`src/rtl/j202_soc_boot_ctrl.sv`:
```
// Wishbone boot/reset controller for j202_soc_core: register file, debounced START_n,
// reset-stretch sequencer and boot-mode latch. Optional run-entry IRQ: J202_SOC_BOOT_CTRL_IRQ_EN.
module j202_soc_boot_ctrl #(
   parameter logic [31:0] BASE_ADDR  = 32'h3000_0000,
   parameter int unsigned DEB_CYCLES = 16,
   parameter logic [15:0] RSTLEN_DEF = 16'd64
) (
   input  logic        wb_clk_i,
   input  logic        wb_rst_i,
   input  logic        wbs_stb_i,
   input  logic        wbs_cyc_i,
   input  logic        wbs_we_i,
   input  logic [3:0]  wbs_sel_i,
   input  logic [31:0] wbs_adr_i,
   input  logic [31:0] wbs_dat_i,
   output logic        wbs_ack_o,
   output logic [31:0] wbs_dat_o,
   input  logic        start_n_i,
   input  logic [1:0]  md_boot_i,
   output logic        core_rst_n_o,
   output logic [1:0]  md_boot_o,
   output logic        irq_o
);

   localparam int unsigned DEB_W = $clog2(DEB_CYCLES + 1);

   typedef enum logic [1:0] {
      HALT    = 2'd0,
      STRETCH = 2'd1,
      RUN     = 2'd2
   } state_t;

   state_t      state, state_d;
   logic [15:0] stretch_cnt, stretch_cnt_d;
   logic [1:0]  md_boot_d;
   logic        run_set;

   logic [3:0]  ctrl, ctrl_d;
   logic [15:0] rstlen, rstlen_d;
   logic [31:0] scratch, scratch_d;
   logic        seen, seen_d;
   logic        run_irq_rd;

   logic [1:0]       start_sync;
   logic [DEB_W-1:0] deb_cnt;
   logic             start_evt;

   logic        valid, acc, wr;
   logic [31:0] rdata;

   logic unused_adr;
   assign unused_adr = ^wbs_adr_i[1:0];

   assign valid = wbs_cyc_i & wbs_stb_i & (wbs_adr_i[31:4] == BASE_ADDR[31:4]);
   assign acc   = valid & ~wbs_ack_o;
   assign wr    = acc & wbs_we_i;

   // Event fires in the cycle the low-sample counter steps onto DEB_CYCLES
   assign start_evt = ~start_sync[1] & (deb_cnt == DEB_W'(DEB_CYCLES - 1));

   always_ff @(posedge wb_clk_i) begin
      if (wb_rst_i) begin
         start_sync <= 2'b11;
         deb_cnt    <= '0;
      end else begin
         start_sync <= {start_sync[0], start_n_i};
         if (start_sync[1])
            deb_cnt <= '0;
         else if (deb_cnt != DEB_W'(DEB_CYCLES))
            deb_cnt <= deb_cnt + DEB_W'(1);
      end
   end

   // Register writes; the start event is applied after any same-cycle CTRL write
   always_comb begin
      ctrl_d    = ctrl;
      rstlen_d  = rstlen;
      scratch_d = scratch;
      seen_d    = seen;
      if (wr) begin
         case (wbs_adr_i[3:2])
            2'd0: if (wbs_sel_i[0]) ctrl_d = wbs_dat_i[3:0];
            2'd1: if (wbs_sel_i[0] && wbs_dat_i[3]) seen_d = 1'b0;
            2'd2: begin
               if (wbs_sel_i[0]) rstlen_d[7:0]  = wbs_dat_i[7:0];
               if (wbs_sel_i[1]) rstlen_d[15:8] = wbs_dat_i[15:8];
            end
            default: begin
               for (int b = 0; b < 4; b++)
                  if (wbs_sel_i[b]) scratch_d[b*8 +: 8] = wbs_dat_i[b*8 +: 8];
            end
         endcase
      end
      if (start_evt) begin
         ctrl_d[0] = 1'b1;
         seen_d    = 1'b1;
      end
   end

   always_comb begin
      rdata = 32'd0;
      case (wbs_adr_i[3:2])
         2'd0:    rdata = {28'd0, ctrl};
         2'd1:    rdata = {25'd0, run_irq_rd, md_boot_o, seen, 2'(state), core_rst_n_o};
         2'd2:    rdata = {16'd0, rstlen};
         default: rdata = scratch;
      endcase
   end

   always_ff @(posedge wb_clk_i) begin
      if (wb_rst_i) begin
         wbs_ack_o <= 1'b0;
         wbs_dat_o <= 32'd0;
         ctrl      <= 4'd0;
         rstlen    <= RSTLEN_DEF;
         scratch   <= 32'd0;
         seen      <= 1'b0;
      end else begin
         wbs_ack_o <= acc;
         if (acc)
            wbs_dat_o <= wbs_we_i ? 32'd0 : rdata;
         ctrl    <= ctrl_d;
         rstlen  <= rstlen_d;
         scratch <= scratch_d;
         seen    <= seen_d;
      end
   end

   // Sequencer: HALT -> STRETCH (RSTLEN+1 cycles) -> RUN; clearing RUN always returns to HALT
   always_comb begin
      state_d       = state;
      stretch_cnt_d = stretch_cnt;
      md_boot_d     = md_boot_o;
      run_set       = 1'b0;
      case (state)
         HALT: begin
            if (ctrl[0]) begin
               state_d       = STRETCH;
               stretch_cnt_d = rstlen;
               md_boot_d     = ctrl[1] ? ctrl[3:2] : md_boot_i;
            end
         end
         STRETCH: begin
            if (!ctrl[0]) begin
               state_d = HALT;
            end else if (stretch_cnt == 16'd0) begin
               state_d = RUN;
               run_set = 1'b1;
            end else begin
               stretch_cnt_d = stretch_cnt - 16'd1;
            end
         end
         RUN: begin
            if (!ctrl[0]) state_d = HALT;
         end
         default: state_d = HALT;
      endcase
   end

   always_ff @(posedge wb_clk_i) begin
      if (wb_rst_i) begin
         state        <= HALT;
         stretch_cnt  <= 16'd0;
         md_boot_o    <= 2'b00;
         core_rst_n_o <= 1'b0;
      end else begin
         state        <= state_d;
         stretch_cnt  <= stretch_cnt_d;
         md_boot_o    <= md_boot_d;
         core_rst_n_o <= (state_d == RUN);
      end
   end

`ifdef J202_SOC_BOOT_CTRL_IRQ_EN
   logic irq_clr;
   assign irq_clr = wr & (wbs_adr_i[3:2] == 2'd1) & wbs_sel_i[0] & wbs_dat_i[6];

   // Set has priority over a same-cycle W1C
   always_ff @(posedge wb_clk_i) begin
      if (wb_rst_i)
         irq_o <= 1'b0;
      else if (run_set)
         irq_o <= 1'b1;
      else if (irq_clr)
         irq_o <= 1'b0;
   end
   assign run_irq_rd = irq_o;
`else
   logic unused_run_set;
   assign unused_run_set = run_set;
   assign irq_o      = 1'b0;
   assign run_irq_rd = 1'b0;
`endif

endmodule

```
`config.mk`:
```
export PLATFORM = sky130hd
export DESIGN_NAME = j202_soc_boot_ctrl
export DESIGN_NICKNAME = d
export VERILOG_FILES = /design/src/rtl/j202_soc_boot_ctrl.sv
export SDC_FILE = /design/constraint.sdc
export NUM_CORES = 1
export LEC_CHECK = 0
export ABC_CLOCK_PERIOD_IN_PS = 6550
export BUFFER_PORTS_ARGS = -buffer_cell sky130_fd_sc_hd__buf_2
export CAP_MARGIN = 10
export CORE_MARGIN = 2
export CORE_UTILIZATION = 35
export CTS_CLUSTER_DIAMETER = 100
export CTS_CLUSTER_SIZE = 24
export DETAILED_ROUTE_END_ITERATION = 10
export SLEW_MARGIN = 15
export SYNTH_ARGS = -nofsm -noshare
export SYNTH_HDL_FRONTEND = slang
export SYNTH_SLANG_ARGS = --single-unit
```
`constraint.sdc`:
```
create_clock -name wb_clk_i -period 6.55 [get_ports wb_clk_i]
set_clock_uncertainty 0.15 [all_clocks]
set_input_delay 1.31 -clock wb_clk_i [delete_from_list [all_inputs] [get_ports wb_clk_i]]
set_output_delay 1.31 -clock wb_clk_i [all_outputs]
set_load 0.02 [all_outputs]
```
==> results.tsv <==
metric	value	unit
outcome	finished, final reports clean	
Routed wire per std cell	14.93	um
routed vias/inst	5.017	
root buffer cell	clkbuf_16	
# diodes	0	
Max-cap violations	0	
CTS Hold Bufs	0	
core area	0.01437	mm2
Post-synth EDFFs	0	
PD cells	253.1	mW/mm2
initial antenna violation count	0	
Die ar.	0.01548	mm2
Mean Syn Cell Area	9.309	um2
Finished Layout Cells	842	
Pre-Repair DR Iteration Count	4	
Internal Power	1.208	mW
Final Wtd Congestion	0.8204	
Clock power frac	53.1	%
1st-iter DRT viols	241	
commonest non-fill, non-tap cell in the layout	dfxtp_1	
CTS Buf Count	17	
critical path endpoint category	flop	
WHS Endpoint	start_sync[1]$_SDFF_PP1_	
DP HPWL	8878	um
cell depth of the worst hold path	1	
cell depth of the worst flop-to-flop path	7	
Least-Margin Pin Slew	1008	ps
share of synthesized registers carrying an async set or reset	0	%
final wirelength	12570	um
clock sinks	114	
switching share of power	24.22	%
synthesized netlist cell count	545	
Top FF cell, synth	dfxtp_1	
worst skew pair latency	420	ps
# setup viols final	0	
first-pass GRT wire length	20680	um
placed cells	810	
final hold vios	0	
Post CTS Setup Buffer Count	0	
top-area cell type share of the netlist area	44.98	%
clk buf depth	2	
grt total ovfl	0	
share of cells above drive strength 1	26.44	%
leakage	2.367	nW
post-synthesis cell type count	54	
fin nets	725	
synth top area cells	dfxtp_1 45%, mux2i_1 13%, nor2_1 5.3%	
DRC viols	0	
CTS tree	done	
Net Switching	0.3862	mW
Synthesis Warnings	0	
slew margin rel.	32.57	%
fin crit share	58.61	%
Tot Pwr	1.594	mW
Area growth, synth to finish	24.14	%
syn nets	625	
CP Class	primary input to flop	
clock slew at reported path FFs	60	ps
flop2flop setup slack	3410	ps
Die Ht	124.4	um
commonest cells after routing, fill and taps aside	114 x dfxtp_1, 108 x buf_2, 70 x nor2_1	
biggest area consumer among synthesized cells	dfxtp_1	
vias in the first global route	4055	
register bit count reported by yosys	114	
sequential cell area fraction in the yosys report	44.98	%
min Tclk post-route	3839	ps
worst vdd ir	178.4	uV
Max Clock Freq	0.2605	GHz
row cnt	44	
largest net degree at the start of global routing	61	
RSZ-0062 raised after global routing	false	
total number of vias	4224	
worst-path fanout max	27	
overall routing resource usage	16.49	%
Mapped Area	0.005074	mm2
post-cts resize count	0	
Seq pwr share	43.6	%
Slew Viols, Final	0	
io pins	113	
setup_tns	0	ps
Critical Path RT	6730	ps
worst reg2reg path endpoint	stretch_cnt[5]$_SDFFE_PP0P_	
share of total power in combinational logic	3.3	%
ANT nets after route	0	
Die W	124.4	um
HP Start	start_sync[0]$_SDFF_PP1_	
worst min path class	flop to flop	
Initial Util	35.31	%
Worst R2R Start	stretch_cnt[0]$_SDFFE_PP0P_	
startpoint types	primary input	
H-tree depth	4	
IO Port Bufs	109	
Critical Path AT	4020	ps
launch point of the worst path	wbs_adr_i[5]	
[state kept, by name (all words and copies together), names as in the netlist]
signal        cells
wbs_dat_o        32
ctrl              4
state             2
deb_cnt           5
stretch_cnt      16
rstlen           16
scratch          32
start_sync        2
seen              1
md_boot_o         2
core_rst_n_o      1
wbs_ack_o         1
[layer usage]
| metal | track usage (%) | vias up | part of all wire, % |
|---|---|---|---|
| li1 | - | 2136 | - |
| met1 | 20.61 | 1963 | 46 |
| met2 | 26.58 | 115 | 47 |
| met3 | 6.186 | 10 | 5.6 |
| met4 | 4.759 | 0 | 0.84 |
| met5 | 0 | - | 0 |
[worst max path at each step]
stage	endpoint	depth (start not counted)
global placement	wbs_dat_o[6]$_SDFFE_PP0P_	6
detailed placement	wbs_dat_o[13]$_SDFFE_PP0P_	6
floorplan	wbs_dat_o[10]$_SDFFE_PP0P_	6
CTS	wbs_dat_o[14]$_SDFFE_PP0P_	6
global route	wbs_dat_o[13]$_SDFFE_PP0P_	6
finish	wbs_dat_o[14]$_SDFFE_PP0P_	6
[worst max-delay path, stage by stage]
cell and delay [ps]:
buf_2 100, nor4bb_1 370, nand4_2 500, or2_1 760, nor4_4 780, o2bb2ai_1 190
[power by group through the flow]
stage	registers [mW]	logic, mW	clock network (mW)
global placement	0.710	0.0523	0
CTS	0.695	0.0540	0.867
detailed placement	0.710	0.0538	0
finish	0.695	0.0530	0.846
global route	0.695	0.0586	0.894
floorplan	0.710	0.0238	0
[layout make-up]
class	instances	area, um2
clock inverter	15	125.1
sequential	114	2282
inverter	7	26.28
fill	1406	8070
tap	184	230.2
timing repair buffer	113	578.1
multi-input combinational	392	2631
clock buffer	17	425.4
[logic make-up after synthesis]
family,Yosys count,share of synthesized area (%)
other cells,1,0.07391
buf+inv,39,3.206
xor+xnor,3,0.5180
simple gates,217,22.42
fa+ha+maj,4,0.9865
compound gates,97,12.97
mux,70,14.85
flops,114,44.98
[synth_stat cells, types with 7 or more instances]
cell / instances
nor4_4: 7
and2_1: 7
mux2i_1: 64
clkbuf_1: 24
dfxtp_1: 114
nor2_1: 71
nand3_1: 18
nor4_1: 9
nand2_1: 58
o21ai_0: 11
inv_1: 7
nor3_1: 10
a21oi_1: 37
o2bb2ai_1: 10
[through the flow]
stage	worst slack (ps)	util [%]	hold slack, ps	cell area [um2]
4_1_cts	2691	43.83	269.2	6299
2_1_floorplan	3199	-	239.5	5074
6_report	2711	43.83	264.8	6299
3_5_place_dp	2238	40.00	257.4	5748
3_3_place_gp	2343	40.00	258.1	5748
5_1_grt	2483	43.83	294.6	6299
Note: power is estimated with default switching activity, not from simulation.
